## src/rtl/uart_cmd_pkg.sv

```systemverilog
// Shared constants and state encoding for the UART command responder.
package uart_cmd_pkg;

  localparam logic [7:0] OpWrite = 8'h57;
  localparam logic [7:0] OpRead  = 8'h52;
  localparam logic [7:0] Ack     = 8'h06;
  localparam logic [7:0] Nak     = 8'h15;

  typedef enum logic [2:0] {
    StIdle,
    StGetAddr,
    StGetData,
    StExec,
    StSend,
    StWaitHi,
    StWaitLo
  } state_e;

endpackage

```

## src/rtl/uart_cmd_responder_if.sv

```systemverilog
// Byte-level receive strobe and transmit handshake between the UART core and the responder.
interface uart_cmd_responder_if;
  logic [7:0] rx_data;
  logic       rx_ready;
  logic [7:0] tx_data;
  logic       tx_send;
  logic       tx_busy;

  // UART core side: delivers received bytes, accepts reply bytes.
  modport master (
    output rx_data,
    output rx_ready,
    input  tx_data,
    input  tx_send,
    output tx_busy
  );

  // Responder side.
  modport slave (
    input  rx_data,
    input  rx_ready,
    output tx_data,
    output tx_send,
    input  tx_busy
  );
endinterface

```

## src/rtl/uart_cmd_regfile.sv

```systemverilog
// Byte-wide register file: one write port, combinational read port, flattened view.
module uart_cmd_regfile #(
  parameter int unsigned num_regs = 16
) (
  input  logic                    clk,
  input  logic                    reset,
  input  logic                    we,
  input  logic [7:0]              addr,
  input  logic [7:0]              wdata,
  output logic [7:0]              rdata,
  output logic [8*num_regs-1:0]   reg_out
);

  logic [7:0] mem_q [num_regs];

  // Storage update; addresses beyond the file match no entry and are ignored.
  always_ff @(posedge clk) begin
    if (!reset) begin
      for (int k = 0; k < int'(num_regs); k++) mem_q[k] <= '0;
    end else if (we) begin
      for (int k = 0; k < int'(num_regs); k++) begin
        if (addr == 8'(k)) mem_q[k] <= wdata;
      end
    end
  end

  // Read mux; out-of-range addresses read as zero.
  always_comb begin
    rdata = '0;
    for (int k = 0; k < int'(num_regs); k++) begin
      if (addr == 8'(k)) rdata = mem_q[k];
    end
  end

  for (genvar g = 0; g < int'(num_regs); g++) begin : g_flat
    assign reg_out[8*g +: 8] = mem_q[g];
  end

endmodule

```

## src/rtl/uart_cmd_responder.sv

```systemverilog
// Parses read/write command frames from received bytes and answers each frame with one byte.
module uart_cmd_responder
  import uart_cmd_pkg::*;
#(
  parameter int unsigned num_regs       = 16,
  parameter int unsigned timeout_cycles = 20000
) (
  input  logic                  clk,
  input  logic                  reset,
  uart_cmd_responder_if.slave   bus,
  output logic [8*num_regs-1:0] reg_out,
  output logic                  frame_active,
  output logic                  cmd_error
);

  state_e      state_q;
  logic [7:0]  op_q, addr_q, data_q, tx_data_q;
  logic [31:0] tout_q;
  logic        cmd_error_q, frame_active_q;

  logic        addr_ok, we, nak, overrun, tout_last;
  logic [7:0]  rdata, reply;

  assign addr_ok   = 32'(addr_q) < num_regs;
  assign we        = (state_q == StExec) && (op_q == OpWrite) && addr_ok;
  assign tout_last = tout_q == timeout_cycles - 1;
  assign overrun   = bus.rx_ready && (state_q inside {StExec, StSend, StWaitHi, StWaitLo});

  uart_cmd_regfile #(
    .num_regs (num_regs)
  ) u_regfile (
    .clk     (clk),
    .reset   (reset),
    .we      (we),
    .addr    (addr_q),
    .wdata   (data_q),
    .rdata   (rdata),
    .reg_out (reg_out)
  );

  // Reply selection for EXEC: anything not a valid in-range command is answered with NAK.
  always_comb begin
    nak   = 1'b1;
    reply = Nak;
    if (op_q == OpWrite && addr_ok) begin
      nak   = 1'b0;
      reply = Ack;
    end else if (op_q == OpRead && addr_ok) begin
      nak   = 1'b0;
      reply = rdata;
    end
  end

  // Frame parser and reply handshake; all outputs except tx_send are registered here.
  always_ff @(posedge clk) begin
    if (!reset) begin
      state_q        <= StIdle;
      op_q           <= '0;
      addr_q         <= '0;
      data_q         <= '0;
      tx_data_q      <= '0;
      tout_q         <= '0;
      cmd_error_q    <= 1'b0;
      frame_active_q <= 1'b0;
    end else begin
      cmd_error_q <= overrun;
      unique case (state_q)
        StIdle: begin
          if (bus.rx_ready) begin
            op_q           <= bus.rx_data;
            tout_q         <= '0;
            frame_active_q <= 1'b1;
            // Unknown opcodes skip straight to EXEC so the NAK goes out without delay.
            state_q <= (bus.rx_data == OpWrite || bus.rx_data == OpRead) ? StGetAddr : StExec;
          end
        end
        StGetAddr: begin
          if (bus.rx_ready) begin
            addr_q  <= bus.rx_data;
            tout_q  <= '0;
            state_q <= (op_q == OpWrite) ? StGetData : StExec;
          end else if (tout_last) begin
            tout_q         <= '0;
            cmd_error_q    <= 1'b1;
            frame_active_q <= 1'b0;
            state_q        <= StIdle;
          end else begin
            tout_q <= tout_q + 32'd1;
          end
        end
        StGetData: begin
          if (bus.rx_ready) begin
            data_q  <= bus.rx_data;
            tout_q  <= '0;
            state_q <= StExec;
          end else if (tout_last) begin
            tout_q         <= '0;
            cmd_error_q    <= 1'b1;
            frame_active_q <= 1'b0;
            state_q        <= StIdle;
          end else begin
            tout_q <= tout_q + 32'd1;
          end
        end
        StExec: begin
          tx_data_q <= reply;
          if (nak) cmd_error_q <= 1'b1;
          state_q <= StSend;
        end
        StSend: begin
          if (!bus.tx_busy) state_q <= StWaitHi;
        end
        StWaitHi: begin
          if (bus.tx_busy) state_q <= StWaitLo;
        end
        StWaitLo: begin
          if (!bus.tx_busy) begin
            frame_active_q <= 1'b0;
            state_q        <= StIdle;
          end
        end
        default: state_q <= StIdle;
      endcase
    end
  end

  // Request goes out in the first SEND cycle the transmitter is free; leaving SEND ends it.
  assign bus.tx_send = (state_q == StSend) && !bus.tx_busy;
  assign bus.tx_data = tx_data_q;
  assign cmd_error   = cmd_error_q;
  assign frame_active = frame_active_q;

endmodule

```

## src/flat_wrapper.sv

```systemverilog
// flat-port wrapper written by rule: the top's interface ports become plain ports
module uart_cmd_responder_flat import uart_cmd_pkg::*;
#(
  parameter int unsigned num_regs       = 16,
  parameter int unsigned timeout_cycles = 20000
)
  (clk, reset, reg_out, frame_active, cmd_error, bus_rx_data, bus_rx_ready, bus_tx_data, bus_tx_send, bus_tx_busy);
  uart_cmd_responder_if bus_i ();
  input  logic clk;
  input  logic reset;
  output logic [8*num_regs-1:0] reg_out;
  output logic frame_active;
  output logic cmd_error;
  input wire logic [$bits(bus_i.rx_data)-1:0] bus_rx_data;
  input wire logic [$bits(bus_i.rx_ready)-1:0] bus_rx_ready;
  output wire logic [$bits(bus_i.tx_data)-1:0] bus_tx_data;
  output wire logic [$bits(bus_i.tx_send)-1:0] bus_tx_send;
  input wire logic [$bits(bus_i.tx_busy)-1:0] bus_tx_busy;
  assign bus_i.rx_data = bus_rx_data;
  assign bus_i.rx_ready = bus_rx_ready;
  assign bus_tx_data = bus_i.tx_data;
  assign bus_tx_send = bus_i.tx_send;
  assign bus_i.tx_busy = bus_tx_busy;
  uart_cmd_responder #(.num_regs(num_regs), .timeout_cycles(timeout_cycles)) u_core (.clk(clk), .reset(reset), .bus(bus_i), .reg_out(reg_out), .frame_active(frame_active), .cmd_error(cmd_error));
endmodule
```

## config.mk

```make
export PLATFORM = sky130hd
export DESIGN_NAME = uart_cmd_responder_flat
export DESIGN_NICKNAME = d
export VERILOG_FILES = /design/src/rtl/uart_cmd_pkg.sv /design/src/rtl/uart_cmd_responder_if.sv /design/src/rtl/uart_cmd_regfile.sv /design/src/rtl/uart_cmd_responder.sv /design/src/flat_wrapper.sv
export SDC_FILE = /design/constraint.sdc
export NUM_CORES = 1
export LEC_CHECK = 0
export ABC_AREA = 0
export CAP_MARGIN = 10
export CORE_MARGIN = 2
export CORE_UTILIZATION = 30
export DETAILED_ROUTE_END_ITERATION = 7
export MAX_ROUTING_LAYER = met4
export PLACE_DENSITY_LB_ADDON = 0.15
export RECOVER_POWER = 100
export SYNTH_ARGS = -nofsm -noshare
export SYNTH_HDL_FRONTEND = slang
export SYNTH_SLANG_ARGS = --single-unit
```

## constraint.sdc

```tcl
create_clock -name clk -period 6.8 [get_ports clk]
set_input_delay 1.36 -clock clk [delete_from_list [all_inputs] [get_ports clk]]
set_output_delay 1.36 -clock clk [all_outputs]
set_load 0.03 [all_outputs]
```

# Word-level counts from Yosys, hierarchy flattened
# Memories as Yosys holds them, arrays and structs flattened.
# Index checks and enable logic that the tools add are counted.
[word_totals] ff_bits=69 ramBits=128 input_bits=12 out_inout_bits=139 elab_cells=203 n_memories=1
[mem_list] name="u_core.u_regfile.mem_q" depth=16 word_bits=8 rd=16 rd_clocked_by_memory_dff=0 write_ports=16 line_no="uart_cmd_regfile.sv:14" text="logic [7:0] mem_q [num_regs];"
[classes] addsub=1 magnitude_cmp=1 n_eq_ne=32 muxes=124 n_bitwise=16 reduce_logical=20
[ops] op="$mux W8" count=34
[ops] op="$mux W32" count=3
[ops] op="$mux W1" count=75
[ops] op="$eq A8 B4 Y1 const B" count=8
[ops] op="$pmux W32 S2" count=1
[ops] op="$add A32 B1 Y32 const B" count=1
[ops] op="$eq A32 B15 Y1 const B" count=1
[ops] op="$eq A8 B3 Y1 const B" count=4
[ops] op="$eq A8 B7 Y1 const B" count=4
[ops] op="$mux W3" count=7
[ops] op="$pmux W3 S7" count=1
[ops] op="$eq A8 B2 Y1 const B" count=2
[ops] op="$or A1 B1 Y1" count=16
[ops] op="$ne A2 B2 Y1 const B" count=5
[ops] op="$eq A3 B3 Y1 const B" count=3
[ops] op="$eq A8 B1 Y1 const B" count=1
[ops] op="$logic_not A8 Y1" count=1
[ops] op="$lt A8 B5 Y1 const B" count=1
[ops] op="$reduce_and A2 Y1" count=4
[ops] op="$eq A3 B2 Y1 const B" count=2
[ops] op="$logic_and A1 B1 Y1" count=6
[ops] op="$reduce_and A5 Y1" count=1
[ops] op="$reduce_and A4 Y1" count=1
[ops] op="$reduce_bool A4 Y1" count=1
[ops] op="11 further kinds" count=11

# Longest topological paths before layout
[depth] depth_word=19 mapped_depth=9 depth_no_buf=7

# Hierarchy
# Synthesis repeated with hierarchy kept, for this count alone.
[unflattened] hier_cells=849 area_unflattened_um2=9093.7
[by_module_without_submodules] module="uart_cmd_regfile" n_inst=1 cells_each=475 area_per_inst_um2=5888.1 seq_area_each_um2=3843.7
[by_module_without_submodules] module="uart_cmd_responder" n_inst=1 cells_each=374 area_per_inst_um2=3205.6 seq_area_each_um2=1381.3

# Worst setup path after synthesis
# Ideal clock, no wire load.
[synth_path] kind="input to output" start="input bus_tx_busy" end="output bus_tx_send" arrival_ps=2041 required_time_ps=5440 path_slack_ps=3399 stages=1 n_path_buf=0 path_cell_list="nor3_1"
[synth_via] elab_chain_len=2
[synth_lines] item="start: declaration" line_no="flat_wrapper.sv:18" text="input wire logic [$bits(bus_i.tx_busy)-1:0] bus_tx_busy;"
[synth_lines] item="$logic_not A1 Y1"
[synth_lines] item="$logic_and A1 B1 Y1" line_no="uart_cmd_responder.sv:128" text="assign bus.tx_send = (state_q == StSend) && !bus.tx_busy;"
[synth_lines] item="end: declaration" line_no="flat_wrapper.sv:17" text="output wire logic [$bits(bus_i.tx_send)-1:0] bus_tx_send;"
# Every way passes these cells.

==> impl_metrics.csv <==
group,metric,value,unit
worst_setup_path,endpoint_kind,"flip-flop",
yosys,synthCells,867,
final_layout,finalInstanceArea,11400,µm²
sta,min_period,4.66,ns
die,core_region_area,29700,µm²
worst_setup_path,cp-start-kind,"input pin",
yosys,synth_top_area_cell,"edfxtp_1",
final_layout,fillCellCount,2944,
sta,setup_ws,2.14,ns
grt,antenna_found_initial,0,
yosys,synth_edf_count,128,
hold_path,hold_path_class,"flip-flop to flip-flop",
power_and_ir_drop,pwr-share-comb,12.5,%
worst_setup_path,crit_required,6.77,ns
die,io_pins,151,
final_layout,drive_gt1_share,6.08,%
power_and_ir_drop,p_int,0.00192,W
run_status,outcome,"finished with violations",
yosys,synth.yosys.seq_area_share,57.6,%
power_and_ir_drop,power.share.clock,37.3,%
power_and_ir_drop,power,0.00271,W
placed_design,dp_slack,2.68,ns
route,vias,7255,
route,vias_per_cell,5.20,
clock_tree,cts_tree,"done",
yosys,synthFlopType,"edfxtp_1",
clock_tree,ctsHoldBuffers,0,
yosys,avgSynthCellArea,10.5,µm²
worst_setup_path,crit_fanout,44,
yosys,synth_top_area_share,42.3,%
sta,period_share,68.5,%
clock_tree,cts_made_buffers,17,
yosys,syn-num-nets,880,
power_and_ir_drop,powerDensity,237,nW/µm²
sta,worst_pin_slew,2.10,ns
yosys,synthTopCellsByArea,"edfxtp_1 42%, dfxtp_1 15%, nor2_1 5.8%, nand2_1 4.0%, mux2i_1 2.2%",
sta,fmax,0.215,GHz
yosys,ys_ff_latch,197,
power_and_ir_drop,seq_power_share,50.2,%
sta,grt_setup_unrepaired,"no",
worst_setup_path,critical_path_class,"input pin to flip-flop",
power_and_ir_drop,power.switching,0.000791,W
sta,fin_skew,0.0150,ns
route,route.detailed.drc,0,
grt,grt_use_total,20.3,%
sta,hold_viol,0,
clock_tree,cts_resized,0,
job,drv_cap,1,
die,die_w,178,µm
power_and_ir_drop,leakage,3.95,nW
route,avgRoutedWirePerCell,22.0,µm
route,wl_met3,1.76,mm
placed_design,placedInstanceArea,10900,µm²
die,rows,63,
route,drt_iter0_drc,515,
clock_tree,clkTransAtPathRegs,0.08,ns
die,dieArea,31700,µm²
grt,overflow,0,
route,postRouteAntennaNets,0,
clock_tree,cts_buffer_depth,2,
final_layout,final_common_cell,"nor2_1",
die,die_h,178,µm
power_and_ir_drop,p_sw_share,29.2,%
route,wl,30.7,mm
sta,setup_tns,0,ns
clock_tree,cts.sinks,197,
final_layout,final_cell_mix,"142 x nor2_1, 140 x dlygate4sd3_1, 128 x edfxtp_1",
final_layout,syn2layout_area_growth,26.1,%
route,wl_met2,14.4,mm
route,wl_met1,13.8,mm
yosys,synth_area,9080,µm²
yosys,yosys.cell_types.count,77,
clock_tree,cts-root-buf,"clkbuf_16",
clock_tree,cts_setup_buffers,0,
placed_design,dp_hpwl,21.9,mm
route,top_layer,"met4",
worst_setup_path,cp_data_arrival_time,4.63,ns
sta,max_slew_margin,-39.9,%
sta,final-max-slew-violation-count,45,
yosys,ys_warn_count,0,
run_status,violations,"max-capacitance violations, max-slew violations",
route,dr.pass1.iters,5,
grt,grt_pass1_vias,7101,
final_layout,final_nets,1004,
power_and_ir_drop,ir_drop,0.000172,V
sta,setup_viol,0,
placed_design,gp_congestion,0.885,
clock_tree,htreeDepth,4,
grt,grt_max_degree,53,
grt,grt_pass1_wl,45.5,mm
placed_design,portBuffers,150,
clock_tree,clock_latency,0.45,ns
yosys,synth-async-reset-ratio,0,%
die,start_util,30.5,%
[sequential cells by signal (all words and copies together), names as in the netlist]
signal / flops
u_core.addr_q: 8
u_core.u_regfile.mem_q: 128
u_core.op_q: 8
u_core.tout_q: 32
u_core.frame_active: 1
u_core.data_q: 8
u_core.cmd_error: 1
u_core.state_q: 3
u_core.bus.tx_data: 8
[power groups by stage]
stage / sequential [W] / combinational [W] / clock (W)
2_1_floorplan: 0.00143 / 0.000163 / 0
3_3_place_gp: 0.00139 / 0.000353 / 0
3_5_place_dp: 0.00139 / 0.000352 / 0
4_1_cts: 0.00136 / 0.000353 / 0.00104
5_1_grt: 0.00137 / 0.000361 / 0.00107
6_report: 0.00136 / 0.000337 / 0.00101
[kinds of logic (layout without fill, tap and decap cells)]
logic type,count (synthesis),in the layout,share of synthesized area (%)
fa+ha+maj,1,1,0.138
simple gates,380,380,20.1
mux,32,32,4.69
xor+xnor,27,27,2.61
buf+inv,74,211,3.42
compound gates,156,156,11.5
other cells,0,1,0
flops,197,197,57.6
[metrics by stage]
stage / cells / hold slack, ns / utilization [%]
final: 1395 / 0.468 / 38.5
after detailed placement: 1362 / 0.456 / 36.7
after global routing: 1394 / 0.502 / 38.5
after global placement: 1362 / 0.449 / 36.7
after floorplan: 867 / 0.438 / -
after CTS: 1394 / 0.467 / 38.7
[path summary, 6_finish.rpt]
kind	slack, ns	endpoint	cells after the start	from
worst max-delay path	2.14	u_core.u_regfile.mem_q[1][23]$_DFFE_PP_	3	reset
worst min-delay path	0.47	u_core.op_q[4]$_SDFFE_PN0P_	2	u_core.op_q[4]$_SDFFE_PN0P_
worst max register to register	3.16	u_core.u_regfile.mem_q[0][32]$_SDFFCE_PN0P_	6	u_core.state_q[1]$_SDFFE_PN0P_
worst min register to register	0.47	u_core.op_q[4]$_SDFFE_PN0P_	2	u_core.op_q[4]$_SDFFE_PN0P_
[per-layer routing]
metal	GRT usage (%)	vias to the layer above
met1	27.7	3602
met3	3.51	38
met5	-	-
met4	6.52	0
li1	-	3368
met2	30.7	247
[worst max-delay path: stages]
cell and delay (ns):
clkbuf_1 0.76, clkbuf_1 1.55, o21ai_1 0.89
[cell usage after synthesis, drive strengths merged, types with 6 or more instances]
cell and instances:
a211oi 6, a21boi 21, a21oi 31, a22oi 7
and2 7, buf 24, clkbuf 31, dfxtp 69
edfxtp 128, inv 18, mux2i 20, mux4 8
nand2 100, nand2b 9, nand3 27, nand4 13
nor2 143, nor2b 19, nor3 19, nor4 9
o211ai 6, o21ai 38, xnor2 8, xor2 19
[layout make-up]
class                           count  area (µm²)  area share (%)
Timing Repair Buffer              160        1550            13.5
Clock buffer                       17         425            3.72
Inverter                           19        71.3           0.623
Clock inverter                     15         158            1.38
Tap cell                          390         488            4.27
Multi-Input combinational cell    596        3520            30.8
Sequential cell                   197        5230            45.7
Antenna cell                        1        2.50          0.0219
Note: power is estimated with default switching activity, not from simulation.
